### src/rtl/cpu_control_unit.sv
// Fetch/decode/execute sequencer of the 4-bit CPU: PC, IR, zero flag and call stack.
// Optional single-step mode is enabled by defining CTRL_SINGLE_STEP_EN.
module cpu_control_unit #(
    parameter int PC_W        = 4,
    parameter int STACK_DEPTH = 4,
    parameter int RESET_PC    = 0
) (
    input  logic            clk,
    input  logic            rst,
`ifdef CTRL_SINGLE_STEP_EN
    input  logic            step,
`endif
    output logic [PC_W-1:0] instr_addr,
    input  logic [11:0]     instr_data,
    output logic [3:0]      alu_op,
    output logic [3:0]      alu_imm,
    input  logic            zero,
    output logic [3:0]      rf_rd_a_sel,
    output logic [3:0]      rf_rd_b_sel,
    output logic [3:0]      rf_wr_sel,
    output logic            rf_we,
    output logic [3:0]      mem_addr,
    output logic            mem_re,
    output logic            mem_we,
    output logic            halted,
    output logic            stack_err
);

    localparam int SP_W  = $clog2(STACK_DEPTH + 1);
    localparam int IDX_W = (STACK_DEPTH > 1) ? $clog2(STACK_DEPTH) : 1;

    typedef enum logic [2:0] {
        s_fetch,
        s_decode,
        s_exec,
        s_halt
`ifdef CTRL_SINGLE_STEP_EN
        , s_step_wait
`endif
    } state_t;

    state_t            state, state_n;
    logic [PC_W-1:0]   pc, pc_n, pc_inc, target;
    logic [SP_W-1:0]   sp, sp_n, sp_dec;
    logic [11:0]       ir;
    logic              zero_q, zero_ld, err_set, push;
    logic [PC_W-1:0]   stack [STACK_DEPTH];

    logic [3:0] opc, fa, fb;
    logic       exec_live;

    assign opc    = ir[11:8];
    assign fa     = ir[7:4];
    assign fb     = ir[3:0];
    assign pc_inc = pc + PC_W'(1);
    assign sp_dec = sp - SP_W'(1);
    assign target = PC_W'(fb);

    always_comb begin
        // NOTE: every signal gets a default first so no path leaves it unassigned (no latches).
        state_n = state;
        pc_n    = pc;
        sp_n    = sp;
        push    = 1'b0;
        zero_ld = 1'b0;
        err_set = 1'b0;
        case (state)
            s_fetch:  state_n = s_decode;
            s_decode: state_n = s_exec;
            s_exec: begin
`ifdef CTRL_SINGLE_STEP_EN
                state_n = s_step_wait;
`else
                state_n = s_fetch;
`endif
                pc_n = pc_inc;
                case (opc)
                    4'b1100: pc_n = target;
                    4'b1101: if (zero_q) pc_n = target;
                    4'b1110: begin
                        if (sp == SP_W'(STACK_DEPTH)) begin
                            pc_n    = pc;
                            err_set = 1'b1;
                            state_n = s_halt;
                        end else begin
                            push = 1'b1;
                            sp_n = sp + SP_W'(1);
                            pc_n = target;
                        end
                    end
                    4'b1111: begin
                        if (fb == 4'hF) begin
                            pc_n    = pc;
                            state_n = s_halt;
                        end else if (sp == '0) begin
                            pc_n    = pc;
                            err_set = 1'b1;
                            state_n = s_halt;
                        end else begin
                            sp_n = sp_dec;
                            pc_n = stack[IDX_W'(sp_dec)];
                        end
                    end
                    default: zero_ld = (opc <= 4'b0111);
                endcase
            end
            s_halt: state_n = s_halt;
`ifdef CTRL_SINGLE_STEP_EN
            s_step_wait: if (step) state_n = s_fetch;
`endif
            default: state_n = s_fetch;
        endcase
    end

    always_ff @(posedge clk) begin
        // NOTE: registered state uses non-blocking assignments so all flops update together.
        if (rst) begin
            state     <= s_fetch;
            pc        <= PC_W'(RESET_PC);
            sp        <= '0;
            ir        <= '0;
            zero_q    <= 1'b0;
            stack_err <= 1'b0;
        end else begin
            state <= state_n;
            pc    <= pc_n;
            sp    <= sp_n;
            if (state == s_decode) ir <= instr_data;
            if (zero_ld) zero_q <= zero;
            if (err_set) stack_err <= 1'b1;
        end
    end

    // NOTE: stack entries have no reset; an entry is only read after it has been pushed.
    always_ff @(posedge clk) begin
        if (push) stack[IDX_W'(sp)] <= pc_inc;
    end

    // Strobes are masked by rst so an instruction aborted in EXEC never writes.
    assign exec_live   = (state == s_exec) && !rst;
    assign instr_addr  = pc;
    assign alu_op      = (state == s_exec) ? opc : 4'b0000;
    assign alu_imm     = fb;
    assign rf_rd_a_sel = fa;
    assign rf_rd_b_sel = fb;
    assign rf_wr_sel   = fa;
    assign rf_we       = exec_live && (opc <= 4'b1010);
    assign mem_re      = exec_live && (opc == 4'b1010);
    assign mem_we      = exec_live && (opc == 4'b1011);
    assign mem_addr    = (opc == 4'b1011) ? fa : fb;
    assign halted      = (state == s_halt);

endmodule
### config.mk
export PLATFORM = sky130hd
export DESIGN_NAME = cpu_control_unit
export DESIGN_NICKNAME = d
export VERILOG_FILES = /design/src/rtl/cpu_control_unit.sv
export SDC_FILE = /design/constraint.sdc
export NUM_CORES = 1
export LEC_CHECK = 0
export ABC_CLOCK_PERIOD_IN_PS = 2250
export CAP_MARGIN = 20
export CORE_MARGIN = 4
export CORE_UTILIZATION = 25
export CTS_CLUSTER_DIAMETER = 200
export DETAILED_ROUTE_END_ITERATION = 6
export GPL_TIMING_DRIVEN = 0
export PLACE_DENSITY_LB_ADDON = 0.15
export SETUP_SLACK_MARGIN = 0.15
export SLEW_MARGIN = 20
export SYNTH_ARGS = -nofsm -noshare
export SYNTH_HDL_FRONTEND = slang
export SYNTH_SLANG_ARGS = --single-unit
### constraint.sdc
create_clock -name clk -period 2.25 [get_ports clk]
set_input_delay 0.45 -clock clk [delete_from_list [all_inputs] [get_ports clk]]
set_output_delay 0.45 -clock clk [all_outputs]
set_load 0.01 [all_outputs]
==> metrics.yaml, run 1 <==
die:
  dieArea_mm2: 0.00972
  die_w_um: 98.6
  core_area_mm2: 0.00785
  die_h_um: 98.6
  start_util: 0.261
  rows: 32
  boundaryPins: 48
placed_design:
  place_ws_ps: -179
  placed_area_mm2: 0.00264
  hpwl_um: 4010
  port_buffers: 46
  gp_congestion: 0.763
worst_setup_path:
  crit_start: "ir[11]$_SDFFE_PP0P_"
  cp-end-kind: "output pin"
  cp_data_required_time_ps: 1800
  rrSetupSlack_ps: 290
  worstPathCellList: "clkbuf_8 -> nand4b_1 -> buf_6 -> mux2_2 -> clkdlybuf4s15_1"
  critPathBufInv: 3
  criticalPathCategory: "reg -> out"
  cp.arrival_ps: 1650
  max_stage_delay_ps: 360
  cp_slowest_cell: "dfxtp_4"
  crit_family: "buffers and inverters"
  cp_max_fo: 10
  rr_startpoint: "sp[0]$_SDFFE_PP0P_"
  cp-start-kind: "flip-flop"
power:
  clkPwrFrac: 0.330
  p_leak_nw: 1.06
  ir_drop_uv: 197
  p_total_mw: 1.54
  p_sw_mw: 0.425
  p_int_mw: 1.11
  seq_power_share: 0.512
  swShare: 0.277
  p_per_area_mw_per_mm2: 548
  p_comb_frac: 0.158
timing:
  setup_viol: 0
  rsz0062_at_grt: "true"
  fin_skew_ps: 6.55
  slew_headroom: 0.603
  min_period_over_period: 0.933
  setup_slack_ps: 150
  period_minus_slack_ps: 2100
  whs_ps: 493
  hold_viol_final: 0
  final_max_slew_viol_count: 0
  worst_slew_pin_slew_ps: 595
  max_freq_ghz: 0.476
global_route:
  grt_max_degree: 15
  grt_pass1_wl_um: 8660
  grt_usage: 0.112
  overflow: 0
  grt_antenna_before_repair: 0
  grt_pass1_vias: 1622
logic_synthesis:
  synth_xor_area_frac: 0.0213
  synth.avg_cell_area_um2: 9.96
  synth.most_common_cell: "nand2_1"
  yosys.area_share.simple: 0.183
  synth_seq_cells: 39
  synth-seq-area-share: 0.459
  synthDistinctLibCells: 44
  synthAdderAreaFrac: 0.0366
  synth_edf_count: 16
  netlist_instances: 206
  yosysTopAreaCellShare: 0.234
  synthesis.nets: 227
  synth_top_flop_cell: "dfxtp_1"
  synth_compound_gate_area_share: 0.126
  synthTopCellsByArea: "edfxtp_1, dfxtp_1, buf_4"
  synthTopCellsByCount: "nand2_1, dfxtp_1, a21oi_1, buf_4, edfxtp_1"
  synth_mux_area_frac: 0.0756
  yosysWarnings: 0
  synth_area_mm2: 0.00205
  post-synth-top-area-cell: "edfxtp_1"
  synth-async-reset-ratio: 0
  synth_top_family_by_area: "simple AND/OR/NAND/NOR gates"
drt:
  drt_pre_antenna_iters: 5
  detail-route-antenna-nets: 0
  vias: 1628
  drc_errors: 0
  dr.first_iter.drc_count: 96
  post_drt_via_cell_ratio: 4.46
  wirelength_um: 5390
  wl_per_cell_um: 14.8
min_path:
  hold_path_class: "reg -> reg"
  min-delay-start: "ir[5]$_SDFFE_PP0P_"
finish:
  synthToLayoutAreaGrowth_pct: 36.6
  drive_gt1_frac: 0.236
  nNetsFinal: 283
  fill_cells: 846
  final_util: 0.357
  stdcell_area_mm2: 0.00280
  antennaDiodeCount: 0
cts:
  clkSinkCount: 39
  cts_buffer_depth: 2
  cts.clk_slew.worst_paths_ps: 90
  clock_latency_ps: 300
  cts_tree: "built"
  hold_buffers: 0
  cts-htree-levels: 2
  cts_root_buf: "clkbuf_8"
  cts-buffers-inserted: 5
status:
  status: "finished clean"
flow_run:
  cap_violations: 0
==> state kept, by name (all words and copies together), names as in the netlist <==
signal / flops
ir: 12
stack: 16
state: 2
instr_addr: 4
sp: 3
stack_err: 1
zero_q: 1
==> tightest hold or removal path, stage by stage (launching register included) <==
cell,delay [ps]
dfxtp_1,340
nand2_1,60
a21oi_1,50
==> repair_timing <==
item                       4_1_cts  5_1_grt
gates resized for setup         28       15
setup buffers                    3        0
pin swaps                        1        1
setup endpoints to repair       12       10
==> placed cells by master, fill, tap and decap left out, types with 2 or more instances in the layout <==
cell type	n
a211oi_1	5
a21oi_1	19
a222oi_1	2
and2_1	7
buf_2	2
buf_4	21
buf_6	3
clkbuf_1	2
clkbuf_2	4
clkbuf_8	6
clkdlybuf4s50_1	37
clkinvlp_4	2
dfxtp_1	19
dfxtp_2	3
dlygate4sd2_1	2
dlymetal6s2s_1	2
edfxtp_1	16
ha_1	5
inv_1	7
mux2_2	4
mux2i_1	2
mux4_2	4
nand2_1	31
nand2_2	2
nand2b_1	3
nand3_1	2
nand3b_1	2
nand4_1	5
nor2_1	11
o21ai_0	4
xnor2_1	3
xor2_1	2
==> routing by layer <==
metal  share of wire  global-route usage  vias to the layer above  wire length [um]
li1                -                   -                      822                 -
met4          0.0093              0.0284                        0                50
met5               0                   0                        -                 0
met2            0.45               0.168                       34              2410
met1            0.50               0.160                      765              2710
met3           0.040              0.0290                        7               214
==> path summary, 6_finish.rpt <==
kind | depth (start not counted) | endpoint
setup / recovery | 5 | mem_addr[3]
hold / removal | 2 | ir[5]$_SDFFE_PP0P_
setup reg to reg | 8 | instr_addr[3]$_SDFFE_PP0P_
hold reg to reg | 2 | ir[5]$_SDFFE_PP0P_
==> power groups by stage <==
stage	combinational [mW]	sequential, mW	clock, mW
after floorplan	0.131	0.793	0
after global placement	0.242	0.802	0
after detailed placement	0.242	0.802	0
after CTS	0.248	0.787	0.517
after global routing	0.267	0.791	0.542
final	0.243	0.786	0.507
==> cell type report <==
type                       count  area [um^2]  area share
sequential                    39          948       0.338
tap                          102          128      0.0455
buffer                        27          200      0.0714
clock inverter                 3         23.8     0.00848
timing repair buffer          49          469       0.167
multi-input combinational    133          940       0.335
inverter                       7         26.3     0.00937
clock buffer                   5         68.8      0.0245
==> cells by family (layout without fill, tap and decap cells) <==
kind of cell / count (synthesis) / in the layout
xor gates and xnor gates: 5 / 5
and+or+nand+nor: 74 / 74
adders and majority gates: 6 / 6
muxes: 10 / 10
DFF: 39 / 39
buffers and inverters: 34 / 91
AOI/OAI and AO/OA: 38 / 38
==> per-stage QoR <==
step,setup TNS [ps],cells
floorplan,0,206
global route,0,365
CTS,0,365
finish,0,365
global placement,-1070,354
detailed placement,-1010,354
No activity file was read; power rests on OpenSTA's default activity.
==> run 2, diff against run 1 <==
--- a/config.mk
+++ b/config.mk
@@ -14,6 +14,7 @@
 export GPL_TIMING_DRIVEN = 0
 export PLACE_DENSITY_LB_ADDON = 0.15
 export SETUP_SLACK_MARGIN = 0.15
+export SKIP_LAST_GASP = 1
 export SLEW_MARGIN = 20
 export SYNTH_ARGS = -nofsm -noshare
 export SYNTH_HDL_FRONTEND = slang
==> results of run 2 <==
The final DEF is identical to that of run 1; final timing and power are the same.
